## src/rtl/encoder_pkg.sv

```systemverilog
// rtl/encoder_pkg.sv - quadrature state encodings, decode result type and decode helper for encoder_qep
package encoder_pkg;

   localparam int ERR_CNT_W = 8;

   localparam logic [1:0] ST_00 = 2'b00;
   localparam logic [1:0] ST_01 = 2'b01;
   localparam logic [1:0] ST_10 = 2'b10;
   localparam logic [1:0] ST_11 = 2'b11;

   typedef enum logic [1:0] {NONE, INC, DEC, ILLEGAL} decode_t;

   // Position of an {A,B} state along the forward cycle 00->10->11->01.
   function automatic logic [1:0] phase(input logic [1:0] ab);
      case (ab)
         ST_00:   phase = 2'd0;
         ST_10:   phase = 2'd1;
         ST_11:   phase = 2'd2;
         default: phase = 2'd3;
      endcase
   endfunction

   function automatic decode_t decode(input logic [1:0] prev, input logic [1:0] cur);
      logic [1:0] d;
      d = phase(cur) - phase(prev);
      case (d)
         2'd0:    decode = NONE;
         2'd1:    decode = INC;
         2'd3:    decode = DEC;
         default: decode = ILLEGAL;
      endcase
   endfunction

endpackage

```

## src/rtl/encoder_filter.sv

```systemverilog
// rtl/encoder_filter.sv - two-flop pin synchroniser followed by a stability filter
module encoder_filter #(
   parameter int FILT_W = 8
) (
   input  logic              clk,
   input  logic              rst_n,
   input  logic [FILT_W-1:0] filt_len,
   input  logic              in,
   input  logic              arm_load,
   output logic              out,
   output logic              sync
);

   localparam logic [FILT_W-1:0] ONE = FILT_W'(1);

   logic              ff1;
   logic              ff2;
   logic [FILT_W-1:0] cnt;

   assign sync = ff2;

   always_ff @(posedge clk) begin
      if (!rst_n) begin
         ff1 <= 1'b0;
         ff2 <= 1'b0;
         out <= 1'b0;
         cnt <= '0;
      end else begin
         ff1 <= in;
         ff2 <= ff1;
         // Arming takes the synchronised pin as-is so no edge is seen at start-up.
         if (arm_load) begin
            out <= ff2;
            cnt <= '0;
         end else if (ff2 == out) begin
            cnt <= '0;
         end else if (cnt == filt_len) begin
            out <= ff2;
            cnt <= '0;
         end else begin
            cnt <= cnt + ONE;
         end
      end
   end

endmodule

```

## src/rtl/encoder_qep.sv

```systemverilog
// rtl/encoder_qep.sv - x4 quadrature decoder with wrapping position and illegal-transition flags; index logic under QEP_INDEX_EN
module encoder_qep
   import encoder_pkg::*;
#(
   parameter int CNT_W  = 32,
   parameter int FILT_W = 8
) (
   input  logic                 clk,
   input  logic                 rst_n,
   input  logic                 A,
   input  logic                 B,
   input  logic                 Z,
   input  logic [FILT_W-1:0]    filt_len,
   input  logic [CNT_W-1:0]     ppr,
   input  logic                 clr,
   input  logic                 idx_home,
   output logic [CNT_W-1:0]     steps,
   output logic [CNT_W-1:0]     position,
   output logic                 dir,
   output logic                 err,
   output logic [ERR_CNT_W-1:0] err_cnt,
   output logic                 index_seen,
   output logic [CNT_W-1:0]     index_pos
);

   localparam logic [CNT_W-1:0]     ONE   = CNT_W'(1);
   localparam logic [ERR_CNT_W-1:0] E_ONE = ERR_CNT_W'(1);

   logic       armed;
   logic [1:0] arm_cnt;
   logic       arm_load;
   logic       a_f, b_f, a_sync, b_sync;
   logic [1:0] ab_q;
   decode_t    res;
   logic       home;

   logic [CNT_W-1:0] steps_nx, pos_nx, ppr_m1;
   logic             dir_nx;

   encoder_filter #(.FILT_W(FILT_W)) u_filt_a (
      .clk(clk), .rst_n(rst_n), .filt_len(filt_len), .in(A),
      .arm_load(arm_load), .out(a_f), .sync(a_sync)
   );

   encoder_filter #(.FILT_W(FILT_W)) u_filt_b (
      .clk(clk), .rst_n(rst_n), .filt_len(filt_len), .in(B),
      .arm_load(arm_load), .out(b_f), .sync(b_sync)
   );

   // Third edge out of reset: ff2 then holds a genuine pin sample.
   assign arm_load = !armed && (arm_cnt == 2'd2);

   always_ff @(posedge clk) begin
      if (!rst_n) begin
         arm_cnt <= 2'd0;
         armed   <= 1'b0;
      end else if (!armed) begin
         arm_cnt <= arm_cnt + 2'd1;
         if (arm_load)
            armed <= 1'b1;
      end
   end

   always_ff @(posedge clk) begin
      if (!rst_n)
         ab_q <= ST_00;
      else if (arm_load)
         ab_q <= {a_sync, b_sync};
      else if (armed)
         ab_q <= {a_f, b_f};
   end

   assign res    = armed ? decode(ab_q, {a_f, b_f}) : NONE;
   assign ppr_m1 = ppr - ONE;

   always_comb begin
      steps_nx = steps;
      pos_nx   = position;
      dir_nx   = dir;
      case (res)
         INC: begin
            steps_nx = steps + ONE;
            dir_nx   = 1'b1;
            if (ppr == '0)
               pos_nx = position + ONE;
            else if (position >= ppr_m1)
               pos_nx = '0;
            else
               pos_nx = position + ONE;
         end
         DEC: begin
            steps_nx = steps - ONE;
            dir_nx   = 1'b0;
            // Out-of-range positions (ppr lowered at run time) snap to the top of the revolution.
            if (ppr == '0)
               pos_nx = position - ONE;
            else if (position == '0 || position >= ppr)
               pos_nx = ppr_m1;
            else
               pos_nx = position - ONE;
         end
         default: ;
      endcase
   end

   always_ff @(posedge clk) begin
      if (!rst_n || clr) begin
         steps    <= '0;
         position <= '0;
         dir      <= 1'b0;
         err      <= 1'b0;
         err_cnt  <= '0;
      end else begin
         steps    <= steps_nx;
         position <= home ? '0 : pos_nx;
         dir      <= dir_nx;
         if (res == ILLEGAL) begin
            err <= 1'b1;
            if (err_cnt != '1)
               err_cnt <= err_cnt + E_ONE;
         end
      end
   end

`ifdef QEP_INDEX_EN
   logic z_f, z_sync, z_q, z_rise;

   encoder_filter #(.FILT_W(FILT_W)) u_filt_z (
      .clk(clk), .rst_n(rst_n), .filt_len(filt_len), .in(Z),
      .arm_load(arm_load), .out(z_f), .sync(z_sync)
   );

   always_ff @(posedge clk) begin
      if (!rst_n)
         z_q <= 1'b0;
      else if (arm_load)
         z_q <= z_sync;
      else if (armed)
         z_q <= z_f;
   end

   assign z_rise = armed && z_f && !z_q;
   assign home   = z_rise && idx_home;

   // index_pos captures the steps value being written this edge, so a coincident count is included.
   always_ff @(posedge clk) begin
      if (!rst_n || clr) begin
         index_seen <= 1'b0;
         index_pos  <= '0;
      end else if (z_rise) begin
         index_seen <= 1'b1;
         index_pos  <= steps_nx;
      end
   end
`else
   wire unused_index_pins = &{1'b0, Z, idx_home};

   assign home       = 1'b0;
   assign index_seen = 1'b0;
   assign index_pos  = '0;
`endif

endmodule
```

## config.mk

```make
export PLATFORM = sky130hd
export DESIGN_NAME = encoder_qep
export DESIGN_NICKNAME = d
export VERILOG_FILES = /design/src/rtl/encoder_pkg.sv /design/src/rtl/encoder_filter.sv /design/src/rtl/encoder_qep.sv
export SDC_FILE = /design/constraint.sdc
export NUM_CORES = 1
export LEC_CHECK = 0
export CAP_MARGIN = 20
export CORE_ASPECT_RATIO = 1.1
export CORE_UTILIZATION = 45
export CTS_CLUSTER_DIAMETER = 150
export DETAILED_ROUTE_END_ITERATION = 10
export GPL_TIMING_DRIVEN = 0
export PLACE_DENSITY = 0.69
export SYNTH_ARGS = -nofsm -noshare
export SYNTH_HDL_FRONTEND = slang
export SYNTH_SLANG_ARGS = --single-unit
```

## constraint.sdc

```tcl
create_clock -name clk -period 12 [get_ports clk]
set_input_delay 2.4 -clock clk [delete_from_list [all_inputs] [get_ports clk]]
set_output_delay 2.4 -clock clk [all_outputs]
set_load 0.02 [all_outputs]
```

==> impl_metrics.toml, run 1 <==
[floorplan]
core_area_um2 = 21300
pin_count = 154
dieArea_um2 = 22340
start_util = 0.4595
rows = 56
die_h_um = 156.7
die_w_um = 142.6

[finish]
multi_input_area_um2 = 7169
num-fill-cells = 2108
layout.nets = 1615
layout_commonest_cell = "nand2_1"
antenna_cells = 0
final_core_util = 0.5541
instances_no_fill = 1752
seqCellArea_um2 = 2022
layout_common_cells = "135 x nand2_1, 118 x clkdlybuf4s50_1, 110 x ha_1"
syn_to_final_growth_pct = 20.60
drive_gt1_frac = 0.06019

[worst_setup_path]
cp_slowest_stage_delay_ns = 0.61
critical-path-top-delay-family = "simple AND/OR/NAND/NOR gates"
criticalPathCategory = "in -> reg"
cp_slowest_cell = "or4_4"
cp-end-kind = "flip-flop"
worstSetupStartpointType = "primary input"
critPathBufInv = 2
critical_path_required_ns = 12.28
worst_ep_arrival_time_ns = 7.41
path_cells = "clkdlybuf4s50_1 > or4_4 > or4_4 > nor3_1 > nand3_1 > xnor2_1 > ha_1 > and4_1 > a221oi_1 > o211ai_1 > or2_2 > a21oi_1 > buf_2 > a32oi_1 > a21oi_1"
critPathMaxFanout = 10

[cts]
cts_tree = "yes"
clk_pin_slew_worst_paths_ns = 0.07
cts_made_buffers = 9
post_cts_buffers = 0
htreeDepth = 3
post_cts_resized = 0
clk_path_buf_depth = 2
insertion_delay_ns = 0.37
cts.sinks = 101
cts_root_buffer = "clkbuf_16"
hold_buffers = 0

[yosys]
ys_async_sr_fraction = 0
ys.warnings.count = 0
synth_edf_count = 0
syn_inst = 1294
synth-main-ff-cell = "dfxtp_1"
seq_area_frac_synth = 0.2066
synth_area_um2 = 9787
avgSynthCellArea_um2 = 7.563
ys_types = 73
yosys_register_bits = 101

[sta]
max_freq_mhz = 140.3
skew_ns = 0.01532
worstMarginPinSlew_ns = 0.8933
post-route-period-util = 0.5940
period_needed_ns = 7.128
final-hold-violation-count = 0
max_slew_margin = 0.3989
tns_ns = 0
setup_viol = 0
rsz0062_at_grt = "no"
slew_viol_final = 0

[power_and_ir_drop]
p_int_uw = 574.2
finalPower_uw = 816.1
power_density_nw_per_um2 = 69.14
comb_power_share = 0.188
peakVddDrop_v = 0.00007410
swShare = 0.2964
sequentialPowerShare = 0.424
power.switching_uw = 241.8
leakage_uw = 0.004929
clkPwrFrac = 0.388

[min_path]
worstHoldPathType = "reg -> reg"

[global_routing]
grt_pass1_vias = 9254
overflow = 0
grt_pass1_wl_mm = 47.67
grt_max_degree = 20
antenna_found_initial = 0
track_usage = 0.2716

[outcome]
status = "finished clean"

[route]
drtIter0Drc = 780
wirelength_mm = 30.04
wire_per_inst_um = 17.14
dr.pass1.iters = 5
drc = 0
via_count = 9998
avgViaCountPerCell = 5.707
ant_nets = 0

[run]
cap_violations = 0

[place]
gp_congestion = 0.9721
hpwl_mm = 23.13
post-place-cells = 1736
io_buffers = 118
## power groups by stage
| stage | Combinational, µW | Sequential (µW) | Clock (µW) |
|---|---|---|---|
| 2_1_floorplan | 101 | 353 | 0 |
| 3_3_place_gp | 147 | 354 | 0 |
| 3_5_place_dp | 151 | 354 | 0 |
| 4_1_cts | 152 | 346 | 322 |
| 5_1_grt | 170 | 348 | 333 |
| 6_report | 153 | 346 | 316 |
## kinds of logic after synthesis
family / Yosys count / share of synthesized area
DFF: 101 / 0.2066
xor gates and xnor gates: 118 / 0.1056
muxes: 22 / 0.02301
adders and majority gates: 111 / 0.1427
AOI/OAI and AO/OA: 300 / 0.1971
and+or+nand+nor: 487 / 0.2507
buffers and inverters: 154 / 0.07389
other: 1 / 0.0003832
## synth_stat cells (7+ instances only)
library cell | n | area share
nor3_1 | 37 | 0.019
or3_1 | 9 | 0.0058
and3_1 | 26 | 0.017
xnor2_1 | 74 | 0.066
nand4_1 | 24 | 0.015
a21oi_1 | 81 | 0.041
nor2_1 | 95 | 0.036
clkbuf_1 | 48 | 0.018
nor2b_1 | 9 | 0.0058
xor2_1 | 44 | 0.039
a31oi_1 | 17 | 0.011
a31o_2 | 11 | 0.0098
a22o_1 | 9 | 0.0081
nand2b_1 | 11 | 0.0070
nand2_1 | 135 | 0.052
o21a_1 | 7 | 0.0054
o211ai_1 | 18 | 0.014
nor4_1 | 21 | 0.013
o21ai_0 | 72 | 0.037
mux2i_1 | 18 | 0.018
inv_1 | 61 | 0.023
dfxtp_1 | 101 | 0.21
and2_1 | 17 | 0.011
or4_1 | 10 | 0.0077
and4_1 | 11 | 0.0098
nand3_1 | 62 | 0.032
o22ai_1 | 9 | 0.0058
ha_1 | 110 | 0.14
a21o_1 | 11 | 0.0084
buf_4 | 33 | 0.025
## flip-flops by register name, summed over array words and instances, names as in the netlist, 2 cells and up
register	cells
steps	32
err_cnt	8
u_filt_a.cnt	8
position	32
arm_cnt	2
u_filt_b.cnt	8
ab_q	2
## stage by stage
step                      cell area, µm²  hold slack [ns]  setup WS, ns
final                              11800           0.4350         4.872
after CTS                          11800           0.4354         4.941
after floorplan                     9907           0.4119         6.010
after detailed placement           11490           0.4213         4.590
after global placement             11450           0.4175         4.604
after global routing               11800           0.4541         4.675
## routing by layer
| layer | up-vias | wire length, µm | track usage |
|---|---|---|---|
| met5 | - | 0 | 0 |
| met4 | 0 | 1133 | 0.1285 |
| met3 | 65 | 2157 | 0.03488 |
| met2 | 361 | 13890 | 0.4580 |
| met1 | 4638 | 12850 | 0.3414 |
| li1 | 4934 | - | - |
## final timing paths
path / startpoint / endpoint / slack (ns) / cells after the start
max reg2reg: u_filt_a.out$_SDFFE_PN0P_ / steps[30]$_SDFFE_PP0P_ / 6.92 / 19
max: ppr[8] / position[25]$_SDFFE_PP0P_ / 4.87 / 15
min: u_filt_b.ff1$_SDFF_PN0_ / u_filt_b.sync$_SDFF_PN0_ / 0.43 / 1
min reg2reg: u_filt_b.ff1$_SDFF_PN0_ / u_filt_b.sync$_SDFF_PN0_ / 0.43 / 1
## area by class of cell
type	count	share of cell area
Sequential cell	101	0.1713
Timing Repair Buffer	120	0.1030
Multi-Input combinational cell	1071	0.6074
Buffer	92	0.04156
Tap cell	290	0.03074
Clock inverter	6	0.005937
Clock buffer	10	0.02025
Inverter	62	0.01972
Power figures use the tool's default switching activity.
==> run 2, diff against run 1 <==
--- a/config.mk
+++ b/config.mk
@@ -11,7 +11,7 @@
 export CTS_CLUSTER_DIAMETER = 150
 export DETAILED_ROUTE_END_ITERATION = 10
 export GPL_TIMING_DRIVEN = 0
-export PLACE_DENSITY = 0.69
+export PLACE_DENSITY = 0.71
 export SYNTH_ARGS = -nofsm -noshare
 export SYNTH_HDL_FRONTEND = slang
 export SYNTH_SLANG_ARGS = --single-unit
==> constraint.sdc (replaced) <==
create_clock -name clk -period 6.55 [get_ports clk]
set_input_delay 1.31 -clock clk [delete_from_list [all_inputs] [get_ports clk]]
set_output_delay 1.31 -clock clk [all_outputs]
set_load 0.02 [all_outputs]
==> impl_metrics.toml, run 2 (synthesized netlist as in run 1, its figures left out) <==
[place]
io_buffers = 118
hpwl_mm = 22.91
pre_cts_slack_ns = 0.2169
gp_congestion = 0.9620
dpl_cell_area_um2 = 11470
post-place-cells = 1735

[cts]
insertion_delay_ns = 0.36
cts_made_buffers = 9
post_cts_resized = 0
htreeDepth = 3
clk_pin_slew_worst_paths_ns = 0.08
clk_path_buf_depth = 2
cts_root_buffer = "clkbuf_16"
cts.sinks = 101
cts_tree = "yes"
post_cts_buffers = 0
hold_buffers = 0

[power_and_ir_drop]
peakVddDrop_v = 0.0001308
leakage_uw = 0.004925
power_density_nw_per_um2 = 128.9

[run]
cap_violations = 0

[finish]
final_area_um2 = 11800
layout_common_cells = "135 x nand2_1, 118 x clkdlybuf4s50_1, 110 x ha_1"
layout.nets = 1614
top_regs = "position x32, steps x32"
layout_commonest_cell = "nand2_1"
num-fill-cells = 2086
drive_gt1_frac = 0.05955
antenna_cells = 0
instances_no_fill = 1751
syn_to_final_growth_pct = 20.57

[outcome]
status = "finished clean"

[global_routing]
antenna_found_initial = 0
track_usage = 0.2703
overflow = 0
grt_pass1_vias = 9371
grt_pass1_wl_mm = 47.72
grt_max_degree = 37

[route]
avgViaCountPerCell = 5.725
wirelength_mm = 30.01
wire_per_inst_um = 17.14
drtIter0Drc = 796
via_count = 10030
drc = 0
dr.pass1.iters = 5
ant_nets = 0

[floorplan]
die_w_um = 142.6
core_area_um2 = 21300
pin_count = 154
dieArea_um2 = 22340
start_util = 0.4595
die_h_um = 156.7
rows = 56

[worst_setup_path]
critPathMaxFanout = 10
criticalPathCategory = "in -> reg"
critical_path_required_ns = 6.83
worstSetupStartpointType = "primary input"
cp-end-kind = "flip-flop"
worst_ep_arrival_time_ns = 6.35

[min_path]
worstHoldPathType = "reg -> reg"

[sta]
post-route-period-util = 0.9258
max_freq_mhz = 164.9
fin_ws_ns = 0.4861
period_needed_ns = 6.064
final-hold-violation-count = 0
slew_viol_final = 0
worstMarginPinSlew_ns = 1.014
max_slew_margin = 0.3226
setup_viol = 0
rsz0062_at_grt = "no"
tns_ns = 0
skew_ns = 0.01266
==> run 2: final cells by class <==
class,instances,area (µm²),area share
well taps,290,362.8,0.03075
multi-input cells,1071,7169,0.6076
repair buffers,119,1189,0.1007
clock inverters,7,108.9,0.009225
clock buffers,9,225.2,0.01909
inverters,62,232.7,0.01972
flip-flops and latches,101,2022,0.1713
plain buffers,92,490.5,0.04156
==> run 2: path summary, 6_finish.rpt <==
kind                                                start                        end  slack, ns  depth (start not counted)
worst min-delay path              u_filt_a.ff1$_SDFF_PN0_   u_filt_a.sync$_SDFF_PN0_       0.44                          1
worst max register to register  u_filt_a.out$_SDFFE_PN0P_     steps[24]$_SDFFE_PP0P_       1.06                         18
worst min register to register    u_filt_a.ff1$_SDFF_PN0_   u_filt_a.sync$_SDFF_PN0_       0.44                          1
worst max-delay path                               ppr[8]  position[25]$_SDFFE_PP0P_       0.49                         15
==> run 2: routing by layer <==
layer / track usage / vias up / routed length (µm)
met2: 0.4552 / 386 / 13820
met5: 0 / - / 0
met3: 0.04100 / 78 / 2163
met1: 0.3351 / 4619 / 12720
li1: - / 4942 / -
met4: 0.1316 / 0 / 1310
==> run 2: per-stage QoR <==
| stage | hold slack [ns] | power [µW] | utilization |
|---|---|---|---|
| 6_report | 0.4368 | 1521 | 0.5540 |
| 5_1_grt | 0.4639 | 1581 | 0.5540 |
| 4_1_cts | 0.4398 | 1530 | 0.5540 |
| 3_5_place_dp | 0.4191 | 923.4 | 0.5383 |
| 3_3_place_gp | 0.4166 | 915.7 | 0.5376 |
| 2_1_floorplan | 0.4119 | 833.1 | - |
==> run 2: worst max-delay path, stage by stage <==
cell	delay, ns
clkdlybuf4s50_1	0.47
or4_4	0.61
or4_4	0.46
nor3_1	0.37
nand3_1	0.15
xnor2_1	0.25
ha_1	0.31
and4_1	0.18
a221oi_1	0.34
o211ai_1	0.21
or2_2	0.39
a21oi_1	0.52
buf_2	0.37
a32oi_1	0.18
a21oi_1	0.20
==> run 2: power by group <==
group          switching, µW  internal [µW]  leakage [µW]
Clock                    268            341      0.000155
Combinational            163            115       0.00396
Sequential              8.85            625      0.000815
==> run 3, diff against run 2 <==
--- a/config.mk
+++ b/config.mk
@@ -12,6 +12,7 @@
 export DETAILED_ROUTE_END_ITERATION = 10
 export GPL_TIMING_DRIVEN = 0
 export PLACE_DENSITY = 0.71
+export SLEW_MARGIN = 0
 export SYNTH_ARGS = -nofsm -noshare
 export SYNTH_HDL_FRONTEND = slang
 export SYNTH_SLANG_ARGS = --single-unit
==> results of run 3 <==
No change in the layout: final DEF, timing and power equal those of run 2.
